File: src/rtl/game_ctrl.sv
// Game controller: button sync, frame tick, collision/score FSM and final pixel composition.
// Sits between the sprite/ground renderers and the VGA output.
module game_ctrl #(
    parameter int unsigned H_ACTIVE  = 640,
    parameter int unsigned V_ACTIVE  = 480,
    parameter int unsigned SCORE_DIV = 6,
    parameter int unsigned SCORE_MAX = 9999
) (
    input  logic        i_clk,
    input  logic        i_rst,
    input  logic [8:0]  i_row_addr,
    input  logic [9:0]  i_col_addr,
    input  logic        i_btn_start,
    input  logic        i_ground_px,
    input  logic        i_dino_px,
    input  logic        i_obst_px,
    output logic        o_game_status,
    output logic        o_fresh,
    output logic        o_hit,
    output logic [13:0] o_score,
    output logic [13:0] o_hi_score,
    output logic [11:0] o_rgb
);

    localparam int unsigned    CNT_W     = (SCORE_DIV > 1) ? $clog2(SCORE_DIV) : 1;
    localparam logic [CNT_W-1:0] CNT_LAST = CNT_W'(SCORE_DIV - 1);
    localparam logic [13:0]    SCORE_TOP = 14'(SCORE_MAX);
    localparam logic [8:0]     ROW_LIM   = 9'(V_ACTIVE);
    localparam logic [9:0]     COL_LIM   = 10'(H_ACTIVE);

    typedef enum logic [1:0] {StIdle, StRun, StOver} state_t;

    state_t             r_state, w_state_next;
    logic               r_sync1, r_sync2, r_sync3, r_start;
    logic               r_fresh, r_fresh_prev;
    logic [CNT_W-1:0]   r_frame_cnt, w_frame_cnt_next;
    logic [13:0]        r_score, w_score_next;
    logic [13:0]        r_hi_score, w_hi_score_next;
    logic               r_hit_flag, w_hit_flag_next;
    logic               r_hit, w_hit_next;
    logic [11:0]        r_rgb, w_rgb_next;
    logic               w_frame_end, w_active, w_collide;

    assign w_frame_end = r_fresh & ~r_fresh_prev;
    assign w_active    = (i_row_addr < ROW_LIM) && (i_col_addr < COL_LIM);
    assign w_collide   = w_active & i_dino_px & i_obst_px;

    always_comb begin
        w_state_next     = r_state;
        w_frame_cnt_next = r_frame_cnt;
        w_score_next     = r_score;
        w_hi_score_next  = r_hi_score;
        w_hit_flag_next  = r_hit_flag;
        w_hit_next       = 1'b0;
        unique case (r_state)
            StIdle, StOver: begin
                if (r_start) begin
                    w_state_next     = StRun;
                    w_frame_cnt_next = '0;
                    w_score_next     = '0;
                    w_hit_flag_next  = 1'b0;
                end
            end
            StRun: begin
                // A collision seen this frame wins over the score tick at the boundary.
                if (w_frame_end) begin
                    w_hit_flag_next = 1'b0;
                    if (r_hit_flag) begin
                        w_state_next = StOver;
                        w_hit_next   = 1'b1;
                        if (r_score > r_hi_score) begin
                            w_hi_score_next = r_score;
                        end
                    end else if (r_frame_cnt == CNT_LAST) begin
                        w_frame_cnt_next = '0;
                        if (r_score < SCORE_TOP) begin
                            w_score_next = r_score + 14'd1;
                        end
                    end else begin
                        w_frame_cnt_next = r_frame_cnt + 1'b1;
                    end
                end else if (w_collide) begin
                    w_hit_flag_next = 1'b1;
                end
            end
            default: w_state_next = StIdle;
        endcase
    end

    always_comb begin
        w_rgb_next = 12'hFFF;
        if (!w_active) begin
            w_rgb_next = 12'h000;
        end else if (i_dino_px) begin
            w_rgb_next = (r_state == StOver) ? 12'hF00 : 12'h333;
        end else if (i_obst_px && (r_state != StIdle)) begin
            w_rgb_next = 12'h070;
        end else if (i_ground_px) begin
            w_rgb_next = 12'h555;
        end
    end

    always_ff @(posedge i_clk or posedge i_rst) begin
        if (i_rst) begin
            r_state      <= StIdle;
            r_sync1      <= 1'b0;
            r_sync2      <= 1'b0;
            r_sync3      <= 1'b0;
            r_start      <= 1'b0;
            r_fresh      <= 1'b0;
            r_fresh_prev <= 1'b0;
            r_frame_cnt  <= '0;
            r_score      <= '0;
            r_hi_score   <= '0;
            r_hit_flag   <= 1'b0;
            r_hit        <= 1'b0;
            r_rgb        <= '0;
        end else begin
            r_state      <= w_state_next;
            r_sync1      <= i_btn_start;
            r_sync2      <= r_sync1;
            r_sync3      <= r_sync2;
            r_start      <= r_sync2 & ~r_sync3;
            r_fresh      <= (i_row_addr >= ROW_LIM);
            r_fresh_prev <= r_fresh;
            r_frame_cnt  <= w_frame_cnt_next;
            r_score      <= w_score_next;
            r_hi_score   <= w_hi_score_next;
            r_hit_flag   <= w_hit_flag_next;
            r_hit        <= w_hit_next;
            r_rgb        <= w_rgb_next;
        end
    end

    assign o_game_status = (r_state == StRun);
    assign o_fresh       = r_fresh;
    assign o_hit         = r_hit;
    assign o_score       = r_score;
    assign o_hi_score    = r_hi_score;
    assign o_rgb         = r_rgb;

endmodule

File: config.mk
export PLATFORM = sky130hd
export DESIGN_NAME = game_ctrl
export DESIGN_NICKNAME = d
export VERILOG_FILES = /design/src/rtl/game_ctrl.sv
export SDC_FILE = /design/constraint.sdc
export NUM_CORES = 1
export LEC_CHECK = 0
export ABC_AREA = 0
export CORE_AREA = 4 4 80 82
export CTS_CLUSTER_DIAMETER = 200
export CTS_CLUSTER_SIZE = 25
export DETAILED_ROUTE_END_ITERATION = 10
export DIE_AREA = 0 0 84 86
export HOLD_SLACK_MARGIN = 0.03
export PLACE_DENSITY = 0.75
export SYNTH_ARGS = -nofsm -noshare
export SYNTH_HDL_FRONTEND = slang
export SYNTH_SLANG_ARGS = --single-unit
File: constraint.sdc
create_clock -name i_clk -period 2.55 [get_ports i_clk]
set_clock_uncertainty 0.05 [all_clocks]
set_input_delay 0.51 -clock i_clk [delete_from_list [all_inputs] [get_ports i_clk]]
set_output_delay 0.51 -clock i_clk [all_outputs]
set_load 0.05 [all_outputs]
## Word level (Yosys, flattened, before mapping)

Cells that the tools add are included.

| word-level totals | value |
|---|---|
| flip-flop bits (word level) | 53 |
| output and inout port bits | 43 |
| word-level logic and storage cells | 74 |

| operators by class | value |
|---|---|
| $add $sub $neg | 2 |
| order comparisons | 5 |
| eq/ne operators | 10 |
| mux-type cells | 27 |
| bitwise operators | 6 |
| reductions and logical operators | 11 |

Operators by type and width:

| cell | count |
|---|---|
| $mux W14 | 5 |
| $mux W12 | 5 |
| $pmux W14 S2 | 1 |
| $add A14 B1 Y14 const B | 1 |
| $gt A14 B14 Y1 | 1 |
| $lt A14 B14 Y1 const B | 1 |
| $mux W3 | 4 |
| $lt A10 B10 Y1 const B | 1 |
| $ge A9 B9 Y1 const B | 1 |
| $lt A9 B9 Y1 const B | 1 |
| $ne A2 B1 Y1 const B | 4 |
| $reduce_and A4 Y1 | 2 |
| $mux W1 | 6 |
| $mux W2 | 3 |
| $pmux W3 S2 | 1 |
| $reduce_and A3 Y1 | 2 |
| $reduce_and A6 Y1 | 1 |
| $and A1 B1 Y1 | 4 |
| $ne A2 B2 Y1 const B | 2 |
| $pmux W2 S2 | 1 |
| $reduce_bool A2 Y1 | 2 |
| $add A3 B1 Y3 const B | 1 |
| $eq A3 B3 Y1 const B | 1 |
| $ne A3 B1 Y1 const B | 1 |
| other kinds (7) | 9 |

## Logic depth before layout (Yosys ltp)

| depth | value |
|---|---|
| depth in word-level cells | 7 |
| depth in mapped cells | 8 |
| gate-level depth less buffers | 7 |

## Least setup slack after synthesis

Ideal clock, no wire load.

| path | value |
|---|---|
| kind | reg-to-reg |
| start point | reg r_score[5], in the netlist o_score[5] |
| end point | reg r_hi_score[5], in the netlist o_hi_score[5] |
| arrival | 2.491 ns |
| data required time | 2.375 ns |
| setup slack | -0.117 ns |
| cell stages (with the launch flop) | 8 |
| path buffers | 1 |
| path through | dfrtp_1 ha_1 and4_4 o21a_1 o31a_1 o311ai_4 buf_8 mux2_4 |

| between the ends | value |
|---|---|
| word-level cells in the longest chain between the ends | 2 |

Ends and longest elaborated chain:

| element | RTL line | RTL |
|---|---|---|
| start: declaration | 37 | `logic [13:0] r_score, w_score_next;` |
| start signal: assignment | 127 | `r_score <= w_score_next;` |
| $gt A14 B14 Y1 | 71 | `if (r_score > r_hi_score) begin` |
| $reduce_and A4 Y1 (no source line) | n/a |  |
| end signal: assignment | 128 | `r_hi_score <= w_hi_score_next;` |
| end: declaration | 38 | `logic [13:0] r_hi_score, w_hi_score_next;` |

Parallel ways exist; a longest one is shown, timed or not.
A chain may end at the register's enable or synchronous reset.

## Final worst setup path

| path | value |
|---|---|
| start point | reg r_score[3], in the netlist o_score[3] |
| end point | reg r_hi_score[4], in the netlist o_hi_score[4] |

| between the ends | value |
|---|---|
| word-level cells in the longest chain between the ends | 2 |

Ends and longest elaborated chain:

| element | RTL line |
|---|---|
| $gt A14 B14 Y1 | 71 |
| $reduce_and A4 Y1 (no source line) | n/a |

Every way passes these cells.

==> flow_summary.yaml <==
setup_path:
  worstPathArrival_ns: 2.52
  crit_type: "reg -> reg"
  ff2ff_setup_slack_ns: 0.17
  crit_path_start_kind: "register"
  critPathRequiredTime_ns: 2.69
  end_kind: "register"
  r2r_end: "o_hi_score[4]"
  r2r_cells: 7
  critPathMaxFanout: 7
  reg2reg_from: "o_score[3]"
finish:
  areaGrowthSynthToFinish_pct: 29.89
  stdcell_area_um2: 3496
  diodes: 0
  layout.nets: 357
  layout-drive-gt1-share: 0.1541
  fill_cells: 498
route:
  top_layer_used: "met4"
  viasPerCell: 5.224
  dr_wl_met3_um: 211
  drc: 0
  dr.pass1.iters: 4
  drt_iter0_drc: 78
  met2_length_mm: 2.679
  via_count: 2053
  routed_wl_mm: 5.612
  routedWlPerCell_um: 14.28
  m1WireLength_mm: 2.659
  ant_nets: 0
cts:
  cts_made_buffers: 5
  cts_hold_buf: 0
  postCtsSetupRepairBufs: 0
  cts.sinks: 52
  cts_tree: "done"
  clk_latency_ns: 0.31
  cts_htree_levels: 2
  cts-root-buf: "clkbuf_8"
  ctsLongestPathBuffers: 2
  clkTransAtPathRegs_ns: 0.10
  cts_resized: 0
sta:
  final.setup.tns_ns: 0
  finalSetupViolations: 0
  fmax_ghz: 0.4202
  max_slew_margin: 0.6452
  timing.final.crit_share: 0.9332
  rsz0062_at_grt: "no"
  tightestPinTransition_ns: 0.5306
  drv_slew: 0
  post-route-min-period_ns: 2.380
  finalHoldViolations: 0
synth:
  syn_area_per_cell_um2: 10.64
  yosysWarnings: 0
  ys_top_cells_by_area: "dfrtp_1 (48%), ha_1 (7.0%), mux2_4 (3.9%)"
  synth.most_common_cell: "dfrtp_1"
  synth_seq_area_share: 0.4835
  synth_commonest_cells: "dfrtp_1 (52), nor2_1 (24), inv_1 (22)"
  synth_area_um2: 2691
  synth_area_leader_cell: "dfrtp_1"
  yosysTopAreaCellShare: 0.4835
  synth_edf_count: 0
  ys_types: 57
  ys_seq_elements: 52
  synth-main-ff-cell: "dfrtp_1"
  async_flop_share: 1.000
  syn_inst: 253
  synth_nets: 293
hold_path:
  hp-start: "r_sync1"
  hold_path_end: "r_sync2"
  hold_depth: 0
  hp-class: "reg -> reg"
placed_design:
  dp.final_hpwl_mm: 4.196
  place_congestion: 0.8558
  io_buffers: 55
  place_area_um2: 3402
grt:
  first_global_vias: 1955
  antenna_found_initial: 0
  grt_pass1_wl_mm: 9.591
  grt_usage: 0.1644
  overflow: 0
  grt_max_degree: 31
power:
  powerDensity_nw_per_um2: 527.5
  peakVddDrop_v: 0.0003315
  leakagePower_nw: 1.571
  power_w: 0.001844
die:
  die_w_um: 84
  dieArea_um2: 7224
  core_region_area_um2: 5746
  start_util: 0.4684
  io_pins: 68
  die-height_um: 86
  fp-row-count: 28
outcome:
  status: "finished clean"
flow_run:
  drv_cap: 0
[cell usage in the layout (no fill, tap or decap), drive strengths merged, types with 2 or more instances in the layout]
| cell | n |
|---|---|
| a211oi | 2 |
| a21o | 3 |
| a21oi | 15 |
| a31o | 3 |
| a31oi | 3 |
| a41o | 2 |
| and3 | 3 |
| and4 | 3 |
| buf | 12 |
| clkbuf | 5 |
| clkdlybuf4s50 | 54 |
| dfrtp | 52 |
| ha | 15 |
| inv | 25 |
| mux2 | 11 |
| mux2i | 3 |
| nand2 | 15 |
| nand2b | 2 |
| nand3 | 10 |
| nand4 | 6 |
| nor2 | 24 |
| nor2b | 4 |
| nor3 | 4 |
| nor4 | 6 |
| o21ai | 7 |
| or3 | 3 |
| xnor2 | 6 |
[state kept, by name (all words and copies together), names as in the netlist, 2 cells and up]
name,count
o_hi_score,14
o_score,14
o_rgb,11
r_frame_cnt,3
r_state,2
[cell type report]
type | count | area, um2 | area share
Sequential cell | 52 | 1313 | 0.3754
Timing Repair Buffer | 66 | 655.6 | 0.1875
Clock inverter | 3 | 25.02 | 0.007158
Clock buffer | 5 | 68.82 | 0.01969
Multi-Input combinational cell | 169 | 1254 | 0.3586
Tap cell | 75 | 93.84 | 0.02684
Inverter | 23 | 86.33 | 0.02470
[where the power goes]
part / internal (W) / total [W] / leakage (nW) / switching (W)
logic: 0.000142 / 0.000417 / 0.846 / 0.000275
clock network: 0.000201 / 0.000493 / 0.0452 / 0.000292
registers: 0.000879 / 0.000934 / 0.680 / 0.0000551
total: 0.00122 / 0.00184 / 1.57 / 0.000622
[how the worst max path moves through the flow]
stage | start | to | slack, ns | depth (start not counted)
6_report | o_score[3] | o_hi_score[4] | 0.17 | 7
5_1_grt | o_hi_score[4] | o_hi_score[4] | 0.08 | 8
4_1_cts | o_score[3] | o_hi_score[4] | 0.16 | 7
3_5_place_dp | o_score[3] | o_hi_score[4] | 0.18 | 7
3_3_place_gp | o_score[3] | o_hi_score[3] | 0.21 | 7
2_1_floorplan | o_hi_score[2] | o_hi_score[1] | 0.02 | 8
[critical path, stage by stage, from the launching register on]
cell	delay [ns]
dfrtp_2	0.46
ha_1	0.32
and4_4	0.20
o21a_1	0.10
o31a_1	0.27
o311ai_4	0.34
buf_4	0.22
mux2_4	0.30
[logic make-up after synthesis]
| family | after synthesis | synth area share |
|---|---|---|
| DFF | 52 | 0.4835 |
| AOI/OAI and AO/OA | 45 | 0.1218 |
| xor gates and xnor gates | 6 | 0.01953 |
| buffers and inverters | 32 | 0.05067 |
| adders and majority gates | 15 | 0.06974 |
| muxes | 14 | 0.06694 |
| and+or+nand+nor | 89 | 0.1878 |
[routing by layer]
layer,track usage,vias up
li1,-,1029
met1,0.2333,980
met2,0.2560,39
met3,0.03074,5
met4,0.05263,0
met5,0,-
[stage by stage]
stage | util | hold slack (ns) | setup WS (ns) | std cells
global placement | 0.5921 | 0.2845 | 0.2078 | 385
detailed placement | 0.5921 | 0.2984 | 0.1794 | 385
floorplan | - | 0.2812 | 0.01688 | 253
CTS | 0.6084 | 0.3226 | 0.1648 | 393
global route | 0.6084 | 0.3340 | 0.08372 | 393
finish | 0.6084 | 0.3162 | 0.1704 | 393
Power figures use the tool's default switching activity.
